File: config.mk
export PLATFORM = sky130hd
export DESIGN_NAME = instr_encoder
export DESIGN_NICKNAME = d
export VERILOG_FILES = /design/src/rtl/instr_encoder.sv
export SDC_FILE = /design/constraint.sdc
export NUM_CORES = 1
export LEC_CHECK = 0
export CAP_MARGIN = 10
export CORE_MARGIN = 4
export CORE_UTILIZATION = 42
export CTS_BUF_LIST = sky130_fd_sc_hd__clkbuf_16
export DETAILED_ROUTE_END_ITERATION = 6
export PLACE_DENSITY_LB_ADDON = 0.15
export SLEW_MARGIN = 10
export SYNTH_ARGS = -nofsm -noshare
export SYNTH_HDL_FRONTEND = slang
export SYNTH_SLANG_ARGS = --single-unit
File: constraint.sdc
create_clock -name clk -period 2.5 [get_ports clk]
set_input_delay 0.375 -clock clk [delete_from_list [all_inputs] [get_ports clk]]
set_output_delay 0.375 -clock clk [all_outputs]
set_load 0.05 [all_outputs]
File: src/rtl/instr_encoder.sv
// instr_encoder: packs decoded RV32I R/I/S fields into 32-bit words and
// streams them into instruction memory at consecutive word addresses.
//
// Ports
//   clk, rst          clock, synchronous active-high reset
//   clear             sync restart: address to BASE_ADDR, drop pending, zero counts
//   in_valid/ready    field-set handshake
//   fmt               0=R 1=I 2=S 3=illegal
//   opcode..imm       decoded instruction fields
//   imem_we/ready     IMEM write handshake (we held until ready)
//   imem_addr/wdata   registered write address / encoded word
//   err_valid/code    one-cycle reject pulse, sticky code (1=fmt 2=imm range)
//   wr_count          words committed to IMEM
//   full              committed + pending reached DEPTH (sticky until rst/clear)
module instr_encoder #(
  parameter int INSTRUCTION = 32,
  parameter int ADDR_W      = 8,
  parameter int DEPTH       = 256,
  parameter int BASE_ADDR   = 0
) (
  input  logic                   clk,
  input  logic                   rst,
  input  logic                   clear,
  input  logic                   in_valid,
  output logic                   in_ready,
  input  logic [1:0]             fmt,
  input  logic [6:0]             opcode,
  input  logic [4:0]             rd,
  input  logic [2:0]             funct3,
  input  logic [4:0]             rs1,
  input  logic [4:0]             rs2,
  input  logic [6:0]             funct7,
  input  logic [INSTRUCTION-1:0] imm,
  output logic                   imem_we,
  input  logic                   imem_ready,
  output logic [ADDR_W-1:0]      imem_addr,
  output logic [INSTRUCTION-1:0] imem_wdata,
  output logic                   err_valid,
  output logic [1:0]             err_code,
  output logic [ADDR_W:0]        wr_count,
  output logic                   full
);

  localparam logic [1:0] FMT_R = 2'd0;
  localparam logic [1:0] FMT_I = 2'd1;
  localparam logic [1:0] FMT_S = 2'd2;

  localparam logic [1:0] ERR_FMT = 2'd1;
  localparam logic [1:0] ERR_IMM = 2'd2;

  localparam logic [ADDR_W-1:0] BASE_C  = ADDR_W'(BASE_ADDR);
  localparam logic [ADDR_W-1:0] ONE_A   = ADDR_W'(1);
  localparam logic [ADDR_W:0]   ONE_C   = (ADDR_W+1)'(1);
  localparam logic [ADDR_W:0]   DEPTH_C = (ADDR_W+1)'(DEPTH);

  logic                   we_q,    we_d;
  logic [ADDR_W-1:0]      addr_q,  addr_d;
  logic [INSTRUCTION-1:0] wdata_q, wdata_d;
  logic                   errv_q,  errv_d;
  logic [1:0]             errc_q,  errc_d;
  logic [ADDR_W:0]        cnt_q,   cnt_d;
  logic [ADDR_W:0]        occ_q,   occ_d;
  logic                   full_q,  full_d;

  logic [INSTRUCTION-12:0] imm_hi;
  logic                    imm_ok;
  logic [INSTRUCTION-1:0]  enc;
  logic                    bad;
  logic [1:0]              code;
  logic                    acc;
  logic                    commit;

  // 12-bit signed immediate: bits [MSB:11] must be a pure sign extension.
  assign imm_hi = imm[INSTRUCTION-1:11];
  assign imm_ok = (&imm_hi) || !(|imm_hi);

  always_comb begin
    enc  = '0;
    bad  = 1'b0;
    code = 2'd0;
    unique case (fmt)
      FMT_R: begin
        enc = {funct7, rs2, rs1, funct3, rd, opcode};
      end
      FMT_I: begin
        enc = {imm[11:0], rs1, funct3, rd, opcode};
        if (!imm_ok) begin
          bad  = 1'b1;
          code = ERR_IMM;
        end
      end
      FMT_S: begin
        enc = {imm[11:5], rs2, rs1, funct3, imm[4:0], opcode};
        if (!imm_ok) begin
          bad  = 1'b1;
          code = ERR_IMM;
        end
      end
      default: begin
        bad  = 1'b1;
        code = ERR_FMT;
      end
    endcase
  end

  // One-deep output register: a new word may load on the edge
  // that retires the current one.
  assign in_ready = !full_q && (!we_q || imem_ready);
  assign acc      = in_valid && in_ready;
  assign commit   = we_q && imem_ready;

  always_comb begin
    we_d    = we_q;
    addr_d  = addr_q;
    wdata_d = wdata_q;
    errv_d  = 1'b0;
    errc_d  = errc_q;
    cnt_d   = cnt_q;
    occ_d   = occ_q;
    if (commit) begin
      we_d   = 1'b0;
      addr_d = addr_q + ONE_A;
      cnt_d  = cnt_q + ONE_C;
    end
    if (acc) begin
      if (bad) begin
        errv_d = 1'b1;
        errc_d = code;
      end else begin
        we_d    = 1'b1;
        wdata_d = enc;
        occ_d   = occ_q + ONE_C;
      end
    end
    // occ only grows, so full stays set until rst/clear.
    full_d = (occ_d == DEPTH_C);
  end

  always_ff @(posedge clk) begin
    if (rst || clear) begin
      we_q    <= 1'b0;
      addr_q  <= BASE_C;
      wdata_q <= '0;
      errv_q  <= 1'b0;
      errc_q  <= 2'd0;
      cnt_q   <= '0;
      occ_q   <= '0;
      full_q  <= 1'b0;
    end else begin
      we_q    <= we_d;
      addr_q  <= addr_d;
      wdata_q <= wdata_d;
      errv_q  <= errv_d;
      errc_q  <= errc_d;
      cnt_q   <= cnt_d;
      occ_q   <= occ_d;
      full_q  <= full_d;
    end
  end

  assign imem_we    = we_q;
  assign imem_addr  = addr_q;
  assign imem_wdata = wdata_q;
  assign err_valid  = errv_q;
  assign err_code   = errc_q;
  assign wr_count   = cnt_q;
  assign full       = full_q;

endmodule

==> key figures, run 1 <==
Logic synthesis
  – Synth warnings: 0
  – Mapped Cells: approximately 350
  – Synth unique cells: 35
  – Syn Nets: 430
  – Post-synthesis cell area: around 0.0029 mm²
  – Sequential area share after synthesis: a little over two fifths
  – Syn_area_per_cell: 8.154 µm²
  – FF+latch count, synth: 63

Place
  – DP Cell Count: 552
  – Port bufs: about 130
  – Final RePlAce weighted congestion: 0.7756
  – Hpwl dp: around 6.2 mm
  – Dpl cell area: around 0.0043 mm²

Global routing
  – Initial antenna violation count: 0
  – Remaining Overflow, GRT: 0
  – Vias in the first global route: between 2000 and 3000
  – GRT Util Overall: roughly 20%
  – Largest net degree at the start of global routing: 39
  – First-pass GRT wire length: ~14 mm

CTS
  – CTS tree: yes
  – Post-CTS Setup Inserts: 0
  – CTS max path bufs: 2
  – Clk root buf: clkbuf_16
  – Worst skew pair latency: 320 ps
  – TritonCTS Buffers: 9
  – CTS clk-pin slew, worst paths: ~50 ps
  – # clock sinks: 63
  – H-Tree Depth: 3

Critical path
  – Kind of end point of the critical path: flip-flop
  – Worst reg2reg path depth: 7
  – Critical Path Source: imm[14]
  – Reg2reg start: imem_we
  – Crit-path max FO: 4
  – CP required: between 2000 and 3000 ps
  – Worst r2r dst: full
  – Reg2reg setup slack: 520 ps
  – Critical path arrival: around 2600 ps
  – Worst setup SP type: input port
  – CP Capture Point: full
  – CP Class: in2reg

STA
  – Final Hold Violating Endpoints: 0
  – Fin crit share: a little over nine tenths
  – Setup Viol. Count Final: 0
  – Slew of the pin with the lowest slew margin: approximately 1000 ps
  – Rel. slew slack: approximately a third
  – FMAX: between 400 and 500 MHz
  – Clk_skew: about 7.5 ps
  – Hold slack: 445.8 ps
  – Final min period: ~2400 ps
  – Fin. max-slew vios: 0

Drt
  – Pre-Repair DR Iteration Count: 5
  – # DRC: 0
  – Initial detailed-routing violation count: 94
  – Total Wirelength: 8.224 mm
  – Detail Route Antenna Nets: 0
  – Via/cell ratio: around 5.3
  – Vias: a little over 3000
  – Wire length per cell: 14.50 µm

Floorplan
  – Die area: 0.008220 mm²
  – Num rows: 29
  – Starting Density: approximately 44%
  – I/O pins: approximately 130
  – Core ar.: roughly 0.0065 mm²
  – Chip width: around 90 µm
  – Die height: slightly above 90 µm

Status
  – Status: complete, no violations

Finish
  – Storage element area: approximately 0.0013 mm²
  – Footprint of the multi-input gates: between 0.0015 and 0.002 mm²
  – Nets: between 500 and 600
  – Fillers: roughly 550
  – Fraction of layout cells with a size suffix above 1: around a tenth
  – Antenna diodes: 0
  – Layout Cells excl Fill: approximately 570
  – Cell area after layout: about 0.0046 mm²
  – Area added between synthesis and finish: 59.24%

Worst hold path
  – Worst min path class: reg2reg

Power and ir drop
  – Power Density: 528.3 mW/mm²
  – VDD IR-drop max: around 0.00042 V
  – Static leakage: around 1.6 nW

Job
  – Max-cap violations: 0
flip-flops by register name (all words and copies together), names as in the netlist:
signal      count
imem_wdata     32
err_code        2
full            1
imem_addr       8
err_valid       1
wr_count        9
occ_q           9
imem_we         1
through the flow:
| step | total power, mW | util, % | worst slack (ps) | setup TNS, ps |
|---|---|---|---|---|
| 2_1_floorplan | 1.192 | - | 52.62 | 0 |
| 3_3_place_gp | 1.371 | 66.08 | -250.2 | -1083 |
| 3_5_place_dp | 1.375 | 66.08 | -399.9 | -2128 |
| 4_1_cts | 2.435 | 70.03 | 5.318 | 0 |
| 5_1_grt | 2.503 | 70.37 | -5.207 | -5.207 |
| 6_report | 2.415 | 70.37 | 106.1 | 0 |
final cells by class:
class	count	area share, %
sequential	63	27.59
inverter	6	0.4927
timing repair buffer	146	31.02
multi-input combinational	260	33.21
clock buffer	9	4.927
clock inverter	6	0.6570
tap	77	2.108
cell families (layout without fill, tap and decap cells):
family	after synthesis	count (layout)	share of synthesized area [%]
buffers and inverters	29	167	3.880
flip-flops	63	63	43.94
XOR/XNOR	19	19	5.798
multiplexers	4	4	1.395
AO/OA/AOI/OAI	71	71	14.95
adder cells (fa/ha/maj)	7	7	3.051
AND/OR/NAND/NOR	159	159	26.98
worst min path at each step:
stage                              start  depth (start not counted)        endpoint
after floorplan                 occ_q[8]                          2        occ_q[8]
after global placement    imem_wdata[19]                          2  imem_wdata[19]
after detailed placement   imem_wdata[4]                          2   imem_wdata[4]
after CTS                  imem_wdata[4]                          2   imem_wdata[4]
after global routing      imem_wdata[13]                          2  imem_wdata[13]
final                     imem_wdata[15]                          2  imem_wdata[15]
per-layer routing:
| metal | global-route usage (%) | wire [µm] | part of all wire [%] | up-vias |
|---|---|---|---|---|
| met2 | 35.45 | 4231 | 51 | 84 |
| met4 | 6.378 | 132 | 1.6 | 0 |
| li1 | - | - | - | 1514 |
| met1 | 23.70 | 3405 | 41 | 1407 |
| met3 | 4.333 | 455 | 5.5 | 11 |
| met5 | 0 | 0 | 0 | - |
layout by cell type (no fill, tap or decap), types with 3 or more instances in the layout:
cell type,Yosys,final
nand4_1,12,12
or3_1,5,5
nor4_1,6,6
a22oi_1,17,17
nand3_1,20,20
dfxtp_1,63,63
dlymetal6s2s_1,0,3
clkbuf_16,0,9
or2_2,5,5
a21oi_1,40,39
ha_1,7,7
clkdlybuf4s50_1,0,121
nor3_1,19,19
xor2_1,9,9
nor2_1,50,49
o21ai_0,5,5
and3_1,4,4
mux2i_1,4,4
buf_4,0,21
inv_1,6,7
xnor2_1,10,10
nand2_1,30,30
synthesized netlist by cell type:
library cell | instances | area share, %
dfxtp_1 | 63 | 44
nor2_1 | 50 | 6.5
a21oi_1 | 40 | 7.0
nand2_1 | 30 | 3.9
clkbuf_1 | 21 | 2.7
nand3_1 | 20 | 3.5
nor3_1 | 19 | 3.3
a22oi_1 | 17 | 4.4
nand4_1 | 12 | 2.6
xnor2_1 | 10 | 3.1
xor2_1 | 9 | 2.7
ha_1 | 7 | 3.1
inv_1 | 6 | 0.78
nor4_1 | 6 | 1.3
o21ai_0 | 5 | 0.87
or2_2 | 5 | 1.1
or3_1 | 5 | 1.1
and3_1 | 4 | 0.87
mux2i_1 | 4 | 1.4
a21o_1 | 2 | 0.52
buf_2 | 2 | 0.35
or4_4 | 2 | 0.78
a2111oi_0 | 1 | 0.31
a211o_1 | 1 | 0.31
a211oi_1 | 1 | 0.26
a21oi_2 | 1 | 0.31
a22oi_2 | 1 | 0.44
and2_1 | 1 | 0.22
and4_1 | 1 | 0.31
nand4b_1 | 1 | 0.31
nor2b_1 | 1 | 0.22
nor3_2 | 1 | 0.35
nor4bb_2 | 1 | 0.57
o211ai_1 | 1 | 0.26
o31ai_1 | 1 | 0.26
timing repair:
action	in CTS	in global routing
setup endpoints to repair	1	1
cloned	0	0
hold buffers	0	0
gates resized for setup	1	6
pin swaps	0	5
worst max-delay path: stages:
cell             delay, ps
clkdlybuf4s50_1        420
or4_4                  430
nor3_4                 180
a22oi_2                100
a21o_2                 240
or3_1                  420
mux2i_1                160
nor4bb_2               290
where the power goes:
group / switching (mW) / internal [mW] / leakage (nW)
clock: 0.407 / 0.650 / 0.131
sequential: 0.00598 / 1.01 / 0.508
combinational: 0.165 / 0.171 / 1.01
total: 0.578 / 1.84 / 1.65
Note: power is estimated with default switching activity, not from simulation.
==> run 2, diff against run 1 <==
CTS_CLUSTER_SIZE = 10   (was not set)
==> results of run 2 <==
The final DEF is identical to that of run 1; final timing and power are the same.
